File: config.mk
export PLATFORM = sky130hd
export DESIGN_NAME = adc_to_axis_master
export DESIGN_NICKNAME = d
export VERILOG_FILES = /design/src/rtl/adc_to_axis_master.sv
export SDC_FILE = /design/constraint.sdc
export NUM_CORES = 1
export LEC_CHECK = 0
export ABC_AREA = 0
export CAP_MARGIN = 0
export CORE_MARGIN = 2
export CORE_UTILIZATION = 57
export DETAILED_ROUTE_END_ITERATION = 10
export GPL_TIMING_DRIVEN = 0
export PLACE_DENSITY_LB_ADDON = 0.12
export SLEW_MARGIN = 20
export SYNTH_ARGS = -nofsm -noshare
export SYNTH_HDL_FRONTEND = slang
export SYNTH_SLANG_ARGS = --single-unit
File: constraint.sdc
create_clock -name m00_axis_aclk -period 6.3 [get_ports m00_axis_aclk]
set_clock_uncertainty 0.1 [all_clocks]
set_input_delay 1.89 -clock m00_axis_aclk [delete_from_list [all_inputs] [get_ports m00_axis_aclk]]
set_output_delay 1.89 -clock m00_axis_aclk [all_outputs]
set_load 0.005 [all_outputs]
File: src/rtl/adc_to_axis_master.sv
// adc_to_axis_master
// Drives the conversion clock of a 14-bit parallel ADC, captures samples, converts
// offset binary to two's complement (or substitutes a test ramp), packs two
// sign-extended samples per 32-bit beat and emits fixed-length AXI4-Stream packets.
//
// Ports:
//   m00_axis_aclk / m00_axis_areset : sole clock, synchronous active-high reset
//   ADC_data      : ADC output bus, offset binary
//   control       : [0] stream enable, [1] LNA enable, [2] ADC power-down, [3] test ramp
//   ClockToADC    : registered conversion clock, period CLK_DIV, 50% duty
//   LNA_enable, ADC_powerdown : pass-through of control[1], control[2]
//   state         : FSM state (0 idle, 1 arm, 2 stream, 3 drain)
//   overflow      : sticky, a completed sample pair was dropped under backpressure
//   m00_axis_*    : AXI4-Stream master (tstrb constant all-ones)
module adc_to_axis_master #(
  parameter int unsigned C_M00_AXIS_TDATA_WIDTH = 32,
  parameter int unsigned CLK_DIV                = 4,
  parameter int unsigned FRAME_LEN              = 256
) (
  input  logic                                  m00_axis_aclk,
  input  logic                                  m00_axis_areset,
  input  logic [13:0]                           ADC_data,
  input  logic [3:0]                            control,
  output logic                                  ClockToADC,
  output logic                                  LNA_enable,
  output logic                                  ADC_powerdown,
  output logic [1:0]                            state,
  output logic                                  overflow,
  output logic                                  m00_axis_tvalid,
  input  logic                                  m00_axis_tready,
  output logic [C_M00_AXIS_TDATA_WIDTH-1:0]     m00_axis_tdata,
  output logic [(C_M00_AXIS_TDATA_WIDTH/8)-1:0] m00_axis_tstrb,
  output logic                                  m00_axis_tlast
);

  localparam int unsigned DivW  = (CLK_DIV > 1) ? $clog2(CLK_DIV) : 1;
  localparam int unsigned BeatW = (FRAME_LEN > 1) ? $clog2(FRAME_LEN) : 1;
  localparam logic [DivW-1:0]  DivLast  = DivW'(CLK_DIV - 1);
  localparam logic [DivW-1:0]  DivHalf  = DivW'(CLK_DIV / 2);
  localparam logic [BeatW-1:0] BeatLast = BeatW'(FRAME_LEN - 1);

  typedef enum logic [1:0] {
    StIdle   = 2'd0,
    StArm    = 2'd1,
    StStream = 2'd2,
    StDrain  = 2'd3
  } state_e;

  state_e           state_q;
  logic [DivW-1:0]  div_cnt_q;
  logic             clk_adc_q;
  logic [13:0]      sample_q;
  logic             sample_vld_q;
  logic [13:0]      ramp_q;
  logic [15:0]      hold_q;
  logic             hold_full_q;
  logic [BeatW-1:0] beat_cnt_q;
  logic             tvalid_q;
  logic             tlast_q;
  logic [31:0]      tdata_q;
  logic             overflow_q;

  logic        strobe;
  logic        handshake;
  logic        frame_idle;
  logic        capture;
  logic        pair_ready;
  logic        load;
  logic [13:0] conv;
  logic [15:0] sample_ext;

  always_comb begin
    strobe     = (div_cnt_q == '0);
    handshake  = tvalid_q && m00_axis_tready;
    // Nothing of the current frame is in flight: frame boundary reached.
    frame_idle = (beat_cnt_q == '0) && !hold_full_q && !sample_vld_q;
    // Drain keeps capturing only until the frame in progress is complete.
    capture    = strobe && (((state_q == StArm) && control[0]) ||
                            (state_q == StStream) ||
                            ((state_q == StDrain) && !frame_idle));
    conv       = control[3] ? ramp_q : {~ADC_data[13], ADC_data[12:0]};
    sample_ext = {{2{sample_q[13]}}, sample_q};
    pair_ready = sample_vld_q && hold_full_q;
    load       = pair_ready && (!tvalid_q || handshake);
  end

  always_ff @(posedge m00_axis_aclk) begin
    if (m00_axis_areset) begin
      state_q      <= StIdle;
      div_cnt_q    <= '0;
      clk_adc_q    <= 1'b0;
      sample_q     <= '0;
      sample_vld_q <= 1'b0;
      ramp_q       <= '0;
      hold_q       <= '0;
      hold_full_q  <= 1'b0;
      beat_cnt_q   <= '0;
      tvalid_q     <= 1'b0;
      tlast_q      <= 1'b0;
      tdata_q      <= '0;
      overflow_q   <= 1'b0;
    end else begin
      div_cnt_q <= (div_cnt_q == DivLast) ? '0 : div_cnt_q + DivW'(1);
      clk_adc_q <= (div_cnt_q >= DivHalf);

      sample_vld_q <= capture;
      if (capture) begin
        sample_q <= conv;
      end
      if (strobe && ((state_q == StArm) || (state_q == StStream))) begin
        ramp_q <= ramp_q + 14'd1;
      end

      // Even sample fills the hold register; odd sample completes the pair,
      // which is either loaded or dropped. Either way the hold register empties.
      if (sample_vld_q) begin
        if (!hold_full_q) begin
          hold_q      <= sample_ext;
          hold_full_q <= 1'b1;
        end else begin
          hold_full_q <= 1'b0;
          if (!load) begin
            overflow_q <= 1'b1;
          end
        end
      end

      if (load) begin
        tvalid_q   <= 1'b1;
        tdata_q    <= {sample_ext, hold_q};
        tlast_q    <= (beat_cnt_q == BeatLast);
        beat_cnt_q <= (beat_cnt_q == BeatLast) ? '0 : beat_cnt_q + BeatW'(1);
      end else if (handshake) begin
        tvalid_q <= 1'b0;
        tlast_q  <= 1'b0;
      end

      unique case (state_q)
        StIdle: begin
          if (control[0]) begin
            state_q     <= StArm;
            overflow_q  <= 1'b0;
            hold_full_q <= 1'b0;
          end
        end
        StArm: begin
          if (!control[0]) begin
            state_q <= StIdle;
          end else if (strobe) begin
            state_q <= StStream;
          end
        end
        StStream: begin
          if (!control[0]) begin
            state_q <= StDrain;
          end
        end
        StDrain: begin
          if (frame_idle && !tvalid_q) begin
            state_q <= StIdle;
          end
        end
        default: state_q <= StIdle;
      endcase
    end
  end

  assign ClockToADC      = clk_adc_q;
  assign LNA_enable      = control[1];
  assign ADC_powerdown   = control[2];
  assign state           = state_q;
  assign overflow        = overflow_q;
  assign m00_axis_tvalid = tvalid_q;
  assign m00_axis_tdata  = tdata_q;
  assign m00_axis_tlast  = tlast_q;
  assign m00_axis_tstrb  = '1;

endmodule
* After elaboration in Yosys (flattened, before gate mapping)
Index checks and enable logic that the tools add are counted.
W data, S select, Z words.
** Storage, ports and cells
- Bits of input ports :: 21
- Word-level logic and storage cells :: 73
- Output and inout port bits :: 44
- Register bits :: 90
** Operators by class
- Add/sub/neg operators :: 3
- Reduce and logical (&&, ||, !) cells :: 25
- Bitwise gates (word level) :: 2
- Multiplexer cells :: 20
- Order comparisons :: 1
- Equal/unequal tests :: 9
** Operator list (count)
- $add A14 B1 Y14 const B :: 1
- $mux W14 :: 1
- $mux W1 :: 12
- $logic_and A1 B1 Y1 :: 10
- $mux W2 :: 5
- $add A8 B1 Y8 const B :: 1
- $eq A8 B8 Y1 const B :: 1
- $logic_not A8 Y1 :: 1
- $mux W8 :: 1
- $pmux W2 S4 :: 1
- $eq A2 B2 Y1 const B :: 3
- $logic_not A1 Y1 :: 4
- $logic_not A2 Y1 :: 2
- $logic_or A1 B1 Y1 :: 4
- $ne A2 B2 Y1 const B :: 2
- $reduce_and A4 Y1 :: 1
- $ne A3 B3 Y1 const B :: 1
- $add A2 B1 Y2 const B :: 1
- $eq A2 B1 Y1 const B :: 1
- $ge A2 B2 Y1 const B :: 1
- $ne A2 B1 Y1 const B :: 1
- $not A1 Y1 :: 2
- $reduce_and A2 Y1 :: 1
- $reduce_bool A2 Y1 :: 1
- $reduce_or A2 Y1 :: 1

* Longest topological paths before layout
- Depth after elaboration :: 8
- Mapped depth :: 8
- Depth with buffers taken out :: 6

* Worst setup path after synthesis
Ideal clock, no wire load.
- Kind :: input to output
- Start point :: input port control[2]
- End point :: output port ADC_powerdown
- Path buffers :: 1
- Stages :: 1
- Slack :: 2309 ps
- Arrival time :: 2001 ps
- Data required time :: 4310 ps
- Cells stage by stage :: buf_4
** RTL lines
- from (decl) :: line 23 : input logic [3:0] control,
- to (decl) :: line 26 : output logic ADC_powerdown,
No word-level cell between the ends.

* Final worst setup path
- Start point :: input port control[2]
- End point :: output port ADC_powerdown
No word-level cell between the ends.

==> flow_summary.ini <==
[final_layout]
diodes = 0
final_common_cell = dfxtp_1
layout.nets = 524
area_growth_pct = 23.40
final_cell_mix = dfxtp_1, nand2_1, clkdlybuf4s50_1
fillCellCount = 504
drive_above_1_share_pct = 8.283

[critical_path]
cp-startpoint = control[2]
cp.buffers_inverters = 2
crit_family = buffers and inverters
critical_path_class = in2out
crit_required_ns = 4.31
crit_fanout = 1
cp_slowest_stage_delay_ns = 0.48
worstPathCellList = buf_4, clkdlybuf4s50_1
arrival_ns = 2.45
end_kind = output port
cp-start-kind = input pin
cp_slowest_cell = clkdlybuf4s50_1
timing.rr.start = div_cnt_q[0]$_SDFF_PP0_

[floorplan]
rows = 29
die_y_um = 85.61
dieArea_um2 = 7329
die_width_um = 85.61
initial_utilization_pct = 59.44
core-area_um2 = 6386
pin_count = 65

[global_route]
global_route.usage.total_pct = 24.31
globalRouteMet1Util_pct = 30.79
grt_pass1_wl_um = 14150
met2_usage_pct = 39.70
antenna_found_initial = 0
busiest_layer = met2
grt-ovfl-total = 0
met3_usage_pct = 4.235
grt_pass1_vias = 3010
grt_max_degree = 16

[timing]
hold_viol = 0
rsz0062_at_grt = false
hold_ws_ns = 0.3573
max_freq_ghz = 0.2254
final.min_clock_period_ns = 4.436
worst_slack_ns = 1.864
setup_tns_ns = 0
finalMaxSlewViolations = 0
worstMarginPinSlew_ns = 0.7170
fin_crit_sh_pct = 70.42
slew_headroom_pct = 52.20
setup_viol = 0

[pwr]
leakagePower_nw = 1.679
power_density_nw_per_um2 = 237.8
worst_ir_drop_vdd_mv = 0.1497
total_power_mw = 1.114

[cts]
postCtsSetupBuffers = 0
numCtsBuffers = 9
clockBufferDepth = 2
cts-root-buf = clkbuf_8
worstSkewPairLatency_ns = 0.35
htree_levels = 3
cts.sinks = 88
cts.hold.buffers_added = 0
cts_tree = done
clk_pin_slew_ns = 0.08
cts-resized-gates = 0

[route]
vias = 3131
wl_per_cell_um = 14.59
wl_um = 8348
drtIter0Drc = 125
vias_per_cell = 5.474
postRouteAntennaNets = 0
drtPass1Iterations = 4
drc = 0

[synth]
ys_ff_latch = 88
synth_edf_count = 0
yosysWarningCount = 0
synth_cells = 420
synth_compound_area_share_pct = 15.10
async_reset_ff_share_pct = 0
syn_avg_cell_area_um2 = 9.038
synth_xor_xnor_area_share_pct = 3.461
synth_fa_ha_area_share_pct = 4.285
synthFlopType = dfxtp_1
synth_top_family_by_area = simple AND/OR/NAND/NOR gates
synth.mux.area_fraction_pct = 7.383
ys_types = 44
synthSimpleGateAreaFrac_pct = 17.11
netlist_area_um2 = 3796
ys_seq_area_share_pct = 46.41

[place]
hpwlAfterDp_um = 6140
dp_slack_ns = 1.859
port_buffers = 56
gp_congestion = 0.8020

[min_path]
min_from = div_cnt_q[0]$_SDFF_PP0_
hold_class = reg2reg

[run_status]
outcome = complete, no violations

[flow_run]
drv_cap = 0
power breakdown:
group	total, mW	switching [mW]	internal, mW
Sequential	0.574	0.00928	0.565
Clock	0.431	0.205	0.226
Combinational	0.109	0.0614	0.0475
Total	1.11	0.276	0.838
cell usage after synthesis (2+ instances only):
cell type | count | area, um^2
o21ai_0 | 4 | 20.02
and2_1 | 3 | 18.77
ha_1 | 13 | 162.7
or4_1 | 2 | 15.01
and3_1 | 5 | 31.28
nand2_1 | 73 | 274.0
o31ai_1 | 3 | 22.52
xor2_1 | 15 | 131.4
buf_4 | 10 | 75.07
inv_1 | 8 | 30.03
a211oi_1 | 2 | 15.01
dfxtp_1 | 88 | 1762
buf_6 | 2 | 22.52
a311oi_1 | 4 | 35.03
or3_1 | 3 | 18.77
buf_1 | 8 | 30.03
nor3b_1 | 2 | 15.01
mux2i_1 | 28 | 280.3
nor2_1 | 33 | 123.9
nand4_1 | 7 | 43.79
clkbuf_1 | 19 | 71.32
and4_1 | 3 | 26.28
nand3_1 | 7 | 35.03
a21oi_1 | 50 | 250.2
a311oi_2 | 9 | 135.1
flip-flops by register name, summed over array words and instances (netlist names), named ones only:
name and flops:
sample_vld_q 1, m00_axis_tlast 1, m00_axis_tvalid 1, hold_q 14, sample_q 14, state 1
beat_cnt_q 8, div_cnt_q 2, m00_axis_tdata 28, ramp_q 14, overflow 1, hold_full_q 1
ClockToADC 1
layer usage:
metal / wire length [um] / vias to the layer above
met5: 0 / -
met4: 180 / 0
met3: 396 / 18
met2: 3988 / 75
met1: 3783 / 1463
li1: - / 1575
worst paths after layout:
kind / endpoint / slack [ns] / cells after the start
worst max-delay path: ADC_powerdown / 1.86 / 2
worst min-delay path: div_cnt_q[0]$_SDFF_PP0_ / 0.36 / 1
worst max register to register: sample_q[13]$_SDFFE_PP0P_ / 3.84 / 8
worst min register to register: div_cnt_q[0]$_SDFF_PP0_ / 0.36 / 1
through the flow:
stage	util (%)	instances	cell area [um^2]
after floorplan	-	423	3807
after global placement	69.91	556	4464
after detailed placement	69.91	556	4464
after CTS	73.35	572	4684
after global routing	73.35	572	4684
final	73.35	572	4684
cells by family after synthesis:
logic type	Yosys count
other cells	1
xor+xnor	15
simple gates	144
fa+ha+maj	13
mux	28
buf+inv	48
flops	88
compound gates	83
final cells by class:
class | instances | area, um^2 | share of cell area (%)
inverters | 8 | 30.03 | 0.6410
well taps | 77 | 96.34 | 2.057
plain buffers | 40 | 203.9 | 4.354
clock inverters | 6 | 92.59 | 1.976
repair buffers | 56 | 560.5 | 11.97
flip-flops and latches | 88 | 1762 | 37.61
clock buffers | 10 | 127.6 | 2.724
multi-input cells | 287 | 1812 | 38.68
(Power assumes the default switching activity.)
